$ cat src/rtl/alu_acc_fsm.sv
// alu_acc_fsm: accumulator ALU sequenced by a four-state FSM (OFF/READY/RUN/ERROR).
//
// A command (op, load flag, operand) is accepted in READY, evaluated against the
// accumulator during the single RUN cycle, and written back at the closing edge
// of RUN together with a one-cycle res_valid pulse. Overflow either traps into
// ERROR with a wrapped result (SAT=0) or saturates and continues (SAT=1); in
// both cases the sticky ovf flag is set.
//
// Ports:
//   clk_i        rising-edge clock for all state
//   rst_i        asynchronous active-high reset
//   en_i         power enable (1 leaves OFF, 0 returns to OFF)
//   cmd_valid_i  command request
//   cmd_ready_o  block accepts a command this cycle (READY only)
//   cmd_op_i     000 AND, 001 OR, 010 XOR, 011 NOT(acc), 100 ADD, 101 SUB, 110 MUL, 111 PASS
//   cmd_load_i   load acc with operand, overrides cmd_op_i
//   operand_i    second operand (acc is always the first)
//   clr_err_i    clears ERROR and ovf
//   acc_o        accumulator value
//   res_valid_o  one-cycle pulse when acc holds a new result
//   ovf_o        sticky overflow flag
//   state_o      registered FSM state: 00 OFF, 01 READY, 10 RUN, 11 ERROR
module alu_acc_fsm #(
    parameter int WIDTH = 8,
    parameter bit SAT   = 1'b0
) (
    input  logic             clk_i,
    input  logic             rst_i,
    input  logic             en_i,
    input  logic             cmd_valid_i,
    output logic             cmd_ready_o,
    input  logic [2:0]       cmd_op_i,
    input  logic             cmd_load_i,
    input  logic [WIDTH-1:0] operand_i,
    input  logic             clr_err_i,
    output logic [WIDTH-1:0] acc_o,
    output logic             res_valid_o,
    output logic             ovf_o,
    output logic [1:0]       state_o
);

    typedef enum logic [1:0] {
        S_OFF   = 2'b00,
        S_READY = 2'b01,
        S_RUN   = 2'b10,
        S_ERROR = 2'b11
    } state_t;

    localparam logic [2:0] OP_AND  = 3'b000;
    localparam logic [2:0] OP_OR   = 3'b001;
    localparam logic [2:0] OP_XOR  = 3'b010;
    localparam logic [2:0] OP_NOT  = 3'b011;
    localparam logic [2:0] OP_ADD  = 3'b100;
    localparam logic [2:0] OP_SUB  = 3'b101;
    localparam logic [2:0] OP_MUL  = 3'b110;
    localparam logic [2:0] OP_PASS = 3'b111;

    state_t           state_q, state_d;
    logic [WIDTH-1:0] acc_q, acc_d;
    logic             ovf_q, ovf_d;
    logic             res_valid_q, res_valid_d;
    logic [2:0]       op_q, op_d;
    logic             load_q, load_d;
    logic [WIDTH-1:0] opnd_q, opnd_d;

    // Datapath works only on the captured command, so operand_i may change
    // freely while RUN is in progress.
    logic [WIDTH:0]         sum_w;
    logic [WIDTH:0]         diff_w;
    logic [2*WIDTH-1:0]     prod_w;
    logic [WIDTH-1:0]       result_w;
    logic                   flag_w;

    assign sum_w  = {1'b0, acc_q} + {1'b0, opnd_q};
    // Top bit of the extended difference is the unsigned borrow (acc < operand).
    assign diff_w = {1'b0, acc_q} - {1'b0, opnd_q};
    assign prod_w = {{WIDTH{1'b0}}, acc_q} * {{WIDTH{1'b0}}, opnd_q};

    always_comb begin
        result_w = '0;
        flag_w   = 1'b0;
        if (load_q) begin
            result_w = opnd_q;
        end else begin
            case (op_q)
                OP_AND:  result_w = acc_q & opnd_q;
                OP_OR:   result_w = acc_q | opnd_q;
                OP_XOR:  result_w = acc_q ^ opnd_q;
                OP_NOT:  result_w = ~acc_q;
                OP_ADD: begin
                    flag_w   = sum_w[WIDTH];
                    result_w = (SAT && flag_w) ? {WIDTH{1'b1}} : sum_w[WIDTH-1:0];
                end
                OP_SUB: begin
                    flag_w   = diff_w[WIDTH];
                    result_w = (SAT && flag_w) ? {WIDTH{1'b0}} : diff_w[WIDTH-1:0];
                end
                OP_MUL: begin
                    flag_w   = |prod_w[2*WIDTH-1:WIDTH];
                    result_w = (SAT && flag_w) ? {WIDTH{1'b1}} : prod_w[WIDTH-1:0];
                end
                OP_PASS: result_w = opnd_q;
                default: result_w = '0;
            endcase
        end
    end

    always_comb begin
        state_d     = state_q;
        acc_d       = acc_q;
        ovf_d       = ovf_q;
        res_valid_d = 1'b0;
        op_d        = op_q;
        load_d      = load_q;
        opnd_d      = opnd_q;
        case (state_q)
            S_OFF: begin
                if (clr_err_i) ovf_d = 1'b0;
                if (en_i)      state_d = S_READY;
            end
            S_READY: begin
                if (clr_err_i) ovf_d = 1'b0;
                // An accepted command wins over a simultaneous power-down.
                if (cmd_valid_i) begin
                    op_d    = cmd_op_i;
                    load_d  = cmd_load_i;
                    opnd_d  = operand_i;
                    state_d = S_RUN;
                end else if (!en_i) begin
                    state_d = S_OFF;
                end
            end
            S_RUN: begin
                acc_d       = result_w;
                res_valid_d = 1'b1;
                ovf_d       = ovf_q | flag_w;
                if (flag_w && !SAT) begin
                    state_d = S_ERROR;
                end else if (!en_i) begin
                    state_d = S_OFF;
                end else begin
                    state_d = S_READY;
                end
            end
            S_ERROR: begin
                if (!en_i) begin
                    state_d = S_OFF;
                    ovf_d   = 1'b0;
                end else if (clr_err_i) begin
                    state_d = S_READY;
                    ovf_d   = 1'b0;
                end
            end
            default: state_d = S_OFF;
        endcase
    end

    // Asynchronous reset also aborts a RUN in flight: nothing is written back.
    always_ff @(posedge clk_i or posedge rst_i) begin
        if (rst_i) begin
            state_q     <= S_OFF;
            acc_q       <= '0;
            ovf_q       <= 1'b0;
            res_valid_q <= 1'b0;
            op_q        <= '0;
            load_q      <= 1'b0;
            opnd_q      <= '0;
        end else begin
            state_q     <= state_d;
            acc_q       <= acc_d;
            ovf_q       <= ovf_d;
            res_valid_q <= res_valid_d;
            op_q        <= op_d;
            load_q      <= load_d;
            opnd_q      <= opnd_d;
        end
    end

    assign cmd_ready_o = (state_q == S_READY);
    assign acc_o       = acc_q;
    assign res_valid_o = res_valid_q;
    assign ovf_o       = ovf_q;
    assign state_o     = state_q;

endmodule

$ cat config.mk
export PLATFORM = sky130hd
export DESIGN_NAME = alu_acc_fsm
export DESIGN_NICKNAME = d
export VERILOG_FILES = /design/src/rtl/alu_acc_fsm.sv
export SDC_FILE = /design/constraint.sdc
export NUM_CORES = 1
export LEC_CHECK = 0
export ABC_AREA = 1
export CELL_PAD_IN_SITES_DETAIL_PLACEMENT = 0
export CELL_PAD_IN_SITES_GLOBAL_PLACEMENT = 1
export CORE_MARGIN = 2
export CORE_UTILIZATION = 48
export CTS_BUF_LIST = sky130_fd_sc_hd__clkbuf_8 sky130_fd_sc_hd__clkbuf_16
export DETAILED_ROUTE_END_ITERATION = 7
export PLACE_DENSITY_LB_ADDON = 0.2
export SLEW_MARGIN = 0
export SYNTH_ARGS = -nofsm -noshare
export SYNTH_HDL_FRONTEND = slang
export SYNTH_SLANG_ARGS = --single-unit
$ cat constraint.sdc
create_clock -name clk_i -period 7.85 [get_ports clk_i]
set_input_delay 1.9625 -clock clk_i [delete_from_list [all_inputs] [get_ports clk_i]]
set_output_delay 1.9625 -clock clk_i [all_outputs]
set_load 0.1 [all_outputs]
== Word-level counts from Yosys, hierarchy flattened ==
Index checks and enable logic that the tools add are counted.

* Muxes and demuxes: 16
* $add $sub $neg: 2
* Bitwise operators: 5
* Reduce and logical (&&, ||, !) cells: 6
* Equality and inequality tests: 13
* Multiply operators: 1

{| class="wikitable"
|+ Operator list
! operator !! number
|-
| $pmux 8 s8 || 1
|-
| $mul 8x8->16 || 1
|-
| $eq 3x3->1 const B || 4
|-
| $mux 2 || 6
|-
| $add 8x8->9 || 1
|-
| $sub 8x8->9 || 1
|-
| $and 8x8->8 || 1
|-
| $mux 8 || 1
|-
| $not 8->8 || 1
|-
| $or 8x8->8 || 1
|-
| $pmux 2 s4 || 1
|-
| $reduce_or 8->1 || 1
|-
| $xor 8x8->8 || 1
|-
| $eq 3x2->1 const B || 2
|-
| $ne 3x3->1 const B || 2
|-
| $pmux 1 s3 || 2
|-
| $mux 1 || 5
|-
| $eq 2x2->1 const B || 2
|-
| $eq 3x1->1 const B || 1
|-
| $logic_not 3->1 || 1
|-
| $reduce_and 3->1 || 1
|-
| $eq 2x1->1 const B || 1
|-
| $logic_not 2->1 || 1
|-
| $ne 2x2->1 const B || 1
|-
| 3 further kinds || 3
|}

* Register bits: 24
* Output and inout bits: 13

== Logic depth before layout (Yosys ltp) ==
Gate-level depths: netlist (run 1).

* Word-level depth: 6
* Depth in mapped cells: 27

== Worst setup path after synthesis (run 1) ==
OpenSTA, ideal clock, no wires.

* Path type: reg2reg
* Start point: reg acc_q[1] (netlist: acc_o[1])
* End point: reg state_q[1] (netlist: state_o[1])
* Clock period less this slack: 4.970 ns
* Buffers on the path: 1
* Arrival: 4.832 ns
* Data required time: 7.712 ns
* Setup time: 0.138 ns
* Setup slack: 2.880 ns
* Stages on the path, launching flop included: 24
* Path through: dfrtp_1 clkbuf_1 nand2_1 fa_1 fa_1 inv_1 fa_1 inv_1 fa_1 inv_1 ha_1 nand2_1 nor2_1 nand3_1 nand2_1 nand2_1 nand2_1 nand2_1 nor2_1 nand3_1 nand2_1 nand2_1 nand2_1 nand3_1

* Cells in the longest elaborated chain, start to end: 6
* Elaborated cells between the ends (all ways): 8
* Classes of those cells: 2 x add/sub; 1 x mul; 4 x mux; 1 x reduce/logical

{| class="wikitable"
|+ RTL lines
! what !! RTL line !! source
|-
| start, declared || 59 || <nowiki>logic [WIDTH-1:0] acc_q, acc_d;</nowiki>
|-
| start signal, assigned || 162 || <nowiki>acc_q <= '0;</nowiki>
|-
| start signal, assigned || 170 || <nowiki>acc_q <= acc_d;</nowiki>
|-
| $mul 8x8->16 || 77 || <nowiki>assign prod_w = {{WIDTH{1'b0}}, acc_q} * {{WIDTH{1'b0}}, opnd_q};</nowiki>
|-
| $reduce_or 8->1 || 99 || <nowiki>flag_w = |prod_w[2*WIDTH-1:WIDTH];</nowiki>
|-
| $pmux 1 s3 * || 85 || <nowiki>case (op_q)</nowiki>
|-
| $mux 1 * || 82 || <nowiki>if (load_q) begin</nowiki>
|-
| $mux 2 * || 137 || <nowiki>if (flag_w && !SAT) begin</nowiki>
|-
| $pmux 2 s4 * || 116 || <nowiki>case (state_q)</nowiki>
|-
| end signal, assigned || 169 || <nowiki>state_q <= state_d;</nowiki>
|-
| end, declared || 58 || <nowiki>state_t state_q, state_d;</nowiki>
|}

Mark *: on every way between the ends. The rest lies on a longest branch, timed or not.
A chain may end at the register's enable or synchronous reset.

== Worst setup path in the final report (run 1) ==
Same ends and word-level chain as after synthesis.

==> summary.txt, run 1 <==
Iteration count of the initial detailed-routing pass = 5
Clock Skew = 0.00419 ns
CP top delay family = adder cells
First-pass GRT wire length = 21500 um
Vias in the first global route = 4238
Crit Path Class = flip-flop to flip-flop
Syn nets = 807
Met2 GRT Util = 0.407
Largest net degree at the start of global routing = 26
Grt total ovfl = 0
Final Hold Viols = 0
GRT busiest layer = met2
CTS sink count = 24
Hold Crit Class = flip-flop to flip-flop
Syn_area_per_cell = 6.71 um2
Mapped cell area = 4640 um2
Met1 GRT Util = 0.404
Gpl congestion = 0.918
Leading area contributor after synthesis = fa_1
DRC violation total after the first TritonRoute iteration = 319
RSZ-0062 raised after global routing = false
Slowest CP cell = dfrtp_1
Post-CTS Resized = 0
Initial Util = 0.498
Detailed Route WL = 13200 um
Synth cell count leaders = nand2_1 (179), inv_1 (163), ha_1 (60), nor2_1 (43), fa_1 (38)
Fin nets = 820
Outcome = finished, final reports clean
Worst Path Buf+Inv = 3
Placed inst area = 4990 um2
Drt drc = 0
Setup crit start kind = flip-flop
Most common cell in the netlist = nand2_1
Root Driver = clkbuf_8
Vias after detailed routing = 4445
DR vias/cell = 5.34
Die height = 102 um
Period utilization = 0.615
Post-synthesis sequential area ratio = 0.129
Total track usage = 0.268
Fin util = 0.543
Critical Path AT = 4.97 ns
Worst slew margin = 0.315
Cell mode on critical path = nand2_1
Max-slew violations = 0
Critical path endpoint category = flip-flop
# rows = 35
CTS tree = yes
Main flop type after synthesis = dfrtp_1
Die area = 10500 um2
Final Critical Period = 4.83 ns
WL/cell = 15.8 um
Synth unique cells = 42
CP max stage delay = 0.69 ns
Max Clock Freq = 207 MHz
Port bufs = 29
Max_cap viols = 0
H-Tree Depth = 1
Initial antenna violation count = 0
Synth Instances = 692
Area Growth Syn to Fin = 9.05%
Synth async-reset ratio = 1.00
Critical Path Fanout Max = 13
Dpl ws = 3.06 ns
Crit-path cells = nand2_1, fa_1, fa_1, inv_1, fa_1, inv_1, fa_1, inv_1, ha_1, nand2_1, nor2_1, nand3_1, nand4_1, nand2_1, nor2_1, nand3_1, nand2_1, nand2_1, nand2_1, nand3_1
Yosys warning total = 0
ANT nets after route = 0
Io pins = 30
Hold Buf Count CTS = 0
Design Area, Final = 5060 um2
Synth top area cells = fa_1 (16%), ha_1 (16%), nand2_1 (14%)
Setup-failing EPs final = 0
Yosys top cell area share = 0.164
Post-synth EDFFs = 0
Critical Path RT = 7.99 ns
Share of layout cells above drive strength 1 = 0.0341
Register clock-pin slew on the reported worst setup and hold paths = 0.10 ns
Post-CTS Setup Bufs = 0
Core area = 9330 um2
Setup ws final = 3.02 ns
Met3 usage = 0.0342
Number of synthesized register bits = 24
Die width = 102 um
ANT cells = 0
Worst skew pair latency = 0.29 ns
HPWL after detailed placement = 10600 um
CTS buffer count = 3
Clk buf depth = 2
Setup TNS = 0 ns
Worst-Margin Slew = 1.03 ns
## cell families (layout without fill, tap and decap cells)
kind of cell,count (synthesis),count (layout),share of synthesized area
adder cells (fa/ha/maj),98,98,0.326
XOR/XNOR,4,4,0.00755
AO/OA/AOI/OAI,83,83,0.107
AND/OR/NAND/NOR,291,291,0.270
flip-flops,24,24,0.129
buffers and inverters,192,204,0.160
## through the flow
step | hold WS, ns | std cells
3_5_place_dp | 0.480 | 829
3_3_place_gp | 0.482 | 829
6_report | 0.512 | 833
5_1_grt | 0.533 | 833
2_1_floorplan | 0.637 | 692
4_1_cts | 0.514 | 833
## cell usage in the layout, fill, tap and decap left out, drive strengths merged, types with 2 or more instances in the layout
cell,synthesis,final
ha,60,60
xnor2,3,3
a22oi,3,3
or2,2,2
o2111ai,2,2
o21ai,19,19
a21oi,37,37
o221ai,2,2
nand4,13,13
inv,170,170
a221oi,5,5
fa,38,38
nor2,47,47
dfrtp,24,24
clkdlybuf4s50,0,29
nand3,36,36
nand3b,6,6
o22ai,5,5
nand2,182,182
clkbuf,17,3
a31oi,2,2
nor3,4,4
o211ai,5,5
## final timing paths
kind	cells after the start	to	slack, ns	startpoint
max in group asynchronous	2	opnd_q[4]$_DFFE_PP0P_	5.00	rst_i
worst min-delay path	2	ovf_o$_DFF_PP0_	0.51	ovf_o$_DFF_PP0_
min in group asynchronous	2	ovf_o$_DFF_PP0_	2.23	rst_i
worst max-delay path	20	state_o[1]$_DFFE_PP0P_	3.02	acc_o[1]$_DFFE_PP0P_
worst min register to register	2	ovf_o$_DFF_PP0_	0.51	ovf_o$_DFF_PP0_
worst max register to register	20	state_o[1]$_DFFE_PP0P_	3.02	acc_o[1]$_DFFE_PP0P_
## flip-flops by register name, indices dropped and copies added, names as in the netlist
register,flops
res_valid_o,1
load_q,1
acc_o,8
state_o,2
ovf_o,1
op_q,3
opnd_q,8
## worst register-to-register path, cell delays in order (launching register included)
cell and delay (ns):
dfrtp_1 0.69, nand2_1 0.16, fa_1 0.52, fa_1 0.55, inv_1 0.05, fa_1 0.52, inv_1 0.05, fa_1 0.53
inv_1 0.04, ha_1 0.34, nand2_1 0.11, nor2_1 0.24, nand3_1 0.16, nand4_1 0.10, nand2_1 0.05, nor2_1 0.13
nand3_1 0.14, nand2_1 0.08, nand2_1 0.05, nand2_1 0.09, nand3_1 0.08
## final cells by class
cell class                      count  area, um2
Clock buffer                        3       41.3
Inverter                          171        642
Multi-Input combinational cell    476       3300
Timing Repair Buffer               29        290
Fill cell                         969       4260
Clock inverter                      1       30.0
Sequential cell                    24        601
Tap cell                          129        161
## layer usage
layer	part of all wire	vias up
li1	-	2163
met1	0.48	2095
met2	0.43	160
met5	0	-
met4	0.020	0
met3	0.067	27
Power of run 1 is not shown: default switching activity piles up to over one toggle a cycle in this logic, so the estimate is an artifact.
==> run 2: changes to the inputs <==
- CORE_UTILIZATION: 48 -> 40
- clock period: 7.85 -> 4.2 ns (I/O delays scaled with it)
==> run 2 against run 1 <==
The run now ends with negative setup slack left. First-iteration DRC count is 38% lower. Hold slack worse by 0.021 ns. Global-route usage is 4.2 points lower. Final cell count is 7.2% higher. Sequential cell count is the same. Register-to-register slack got worse by 3.1 ns. Critical endpoint unchanged. Highest routed layer unchanged.
==> summary.txt, run 2 (synthesized netlist as in run 1, its figures left out) <==
Max-slew violations = 0 (unchanged)
CTS sink count = 24 (unchanged)
Setup-failing EPs final = 3 (was 0)
Root Driver = clkbuf_16 (was clkbuf_8)
Critical Path AT = 4.42 ns (was 4.97 ns)
Initial Util = 0.408 (was 0.498)
Worst slew margin = 0.202 (was 0.315)
Vias in the first global route = 4739 (was 4238)
RSZ-0062 raised after global routing = true (was false)
Slowest CP cell = dfrtp_4 (was dfrtp_1)
Critical path endpoint category = flip-flop (unchanged)
Storage element area = 634 um2 (was 601 um2)
CTS tree = yes (unchanged)
Die width = 112 um (was 102 um)
CTS buffer count = 3 (unchanged)
Detailed Route WL = 13500 um (was 13200 um)
Gpl congestion = 0.887 (was 0.918)
Port bufs = 29 (unchanged)
Period utilization = 1.02 (was 0.615)
Outcome = finished, violations left (was finished, final reports clean)
Crit Path Class = flip-flop to flip-flop (unchanged)
Max Clock Freq = 232 MHz (was 207 MHz)
Clk buf depth = 2 (unchanged)
Core area = 11400 um2 (was 9330 um2)
Placed inst area = 5390 um2 (was 4990 um2)
Most frequent cells in the layout = nand2_1 (164), inv_1 (156), ha_1 (52) (was nand2_1 (179), inv_1 (163), ha_1 (60))
Setup ws final = -0.103 ns (was 3.02 ns)
DRC violation total after the first TritonRoute iteration = 197 (was 319)
ANT cells = 0 (unchanged)
HPWL after detailed placement = 11200 um (was 10600 um)
Fin nets = 866 (was 820)
Setup crit start kind = flip-flop (unchanged)
Final Critical Period = 4.30 ns (was 4.83 ns)
Worst skew pair latency = 0.27 ns (was 0.29 ns)
Critical Path Fanout Max = 4 (was 13)
Area Growth Syn to Fin = 23.4% (was 9.05%)
Share of layout cells above drive strength 1 = 0.172 (was 0.0341)
Die area = 12500 um2 (was 10500 um2)
Iteration count of the initial detailed-routing pass = 5 (unchanged)
Drt drc = 0 (unchanged)
Grt total ovfl = 0 (unchanged)
Critical Path RT = 4.32 ns (was 7.99 ns)
First-pass GRT wire length = 22900 um (was 21500 um)
Register clock-pin slew on the reported worst setup and hold paths = 0.07 ns (was 0.10 ns)
ANT nets after route = 0 (unchanged)
Max_cap viols = 0 (unchanged)
Design Area, Final = 5730 um2 (was 5060 um2)
Setup TNS = -0.257 ns (was 0 ns)
Most common cell after layout, fill and taps aside = nand2_1 (unchanged)
Final Hold Viols = 0 (unchanged)
Die height = 112 um (was 102 um)
Dpl ws = -0.315 ns (was 3.06 ns)
FILL cells = 1219 (was 969)
Largest net degree at the start of global routing = 26 (unchanged)
Clock Skew = 0.00308 ns (was 0.00419 ns)
CP max stage delay = 0.50 ns (was 0.69 ns)
DR vias/cell = 5.05 (was 5.34)
Total track usage = 0.226 (was 0.268)
H-Tree Depth = 1 (unchanged)
Vias after detailed routing = 4514 (was 4445)
Violated checks = negative setup slack
Hold Crit Class = flip-flop to flip-flop (unchanged)
# rows = 39 (was 35)
Initial antenna violation count = 0 (unchanged)
Worst-Margin Slew = 1.17 ns (was 1.03 ns)
Area of the multi-input gates = 3540 um2 (was 3300 um2)
WL/cell = 15.1 um (was 15.8 um)
Io pins = 30 (unchanged)
run 2: final cells by class:
| cell class | instances | share of cell area |
|---|---|---|
| multi-input combinational | 476 | 0.618 |
| timing repair buffer | 75 | 0.113 |
| sequential | 24 | 0.111 |
| clock buffer | 4 | 0.0155 |
| tap | 143 | 0.0312 |
| inverter | 171 | 0.112 |
run 2: what timing repair did:
| item | 4_1_cts | 5_1_grt |
|---|---|---|
| buffers inserted | 6 | 2 |
| endpoints found under the hold margin | 0 | 0 |
| pin swaps | 16 | 11 |
| hold buffers | 0 | 0 |
| resized for setup | 31 | 20 |
| setup endpoints to repair | 4 | 6 |
run 2: through the flow:
stage	hold WS [ns]	instances	utilization
final	0.491	893	0.504
after global routing	0.536	893	0.504
after CTS	0.504	891	0.496
after detailed placement	0.480	881	0.474
after global placement	0.493	881	0.474
after floorplan	0.637	692	-
run 2: final timing paths:
check,slack [ns],start,endpoint,cells past startpoint
max in group asynchronous,2.14,rst_i,acc_o[4]$_DFFE_PP0P_,2
min,0.49,ovf_o$_DFF_PP0_,ovf_o$_DFF_PP0_,2
min reg2reg,0.49,ovf_o$_DFF_PP0_,ovf_o$_DFF_PP0_,2
max,-0.10,acc_o[4]$_DFFE_PP0P_,state_o[1]$_DFFE_PP0P_,25
max reg2reg,-0.10,acc_o[4]$_DFFE_PP0P_,state_o[1]$_DFFE_PP0P_,25
min in group asynchronous,1.32,rst_i,state_o[0]$_DFFE_PP0P_,2
run 2: worst max-delay path, delay by kind of cell (launching register included):
family	cells	cell delay, ns
buf+inv	6	0.36
flops	1	0.50
simple gates	14	1.07
fa+ha+maj	5	2.23
run 2: routing by layer:
layer / global-route usage / vias up / part of all wire
met3: 0.0103 / 23 / 0.035
met2: 0.418 / 108 / 0.51
met4: 0.0617 / 0 / 0.023
met5: 0 / - / 0
li1: - / 2251 / -
met1: 0.286 / 2132 / 0.43
Power of run 2 is left out for the same reason.
==> run 3: changes to the inputs <==
- CTS_CLUSTER_SIZE: not set -> 40
==> results of run 3 <==
No change in the layout: final DEF, timing and power equal those of run 2.
Power of run 3 is left out for the same reason.
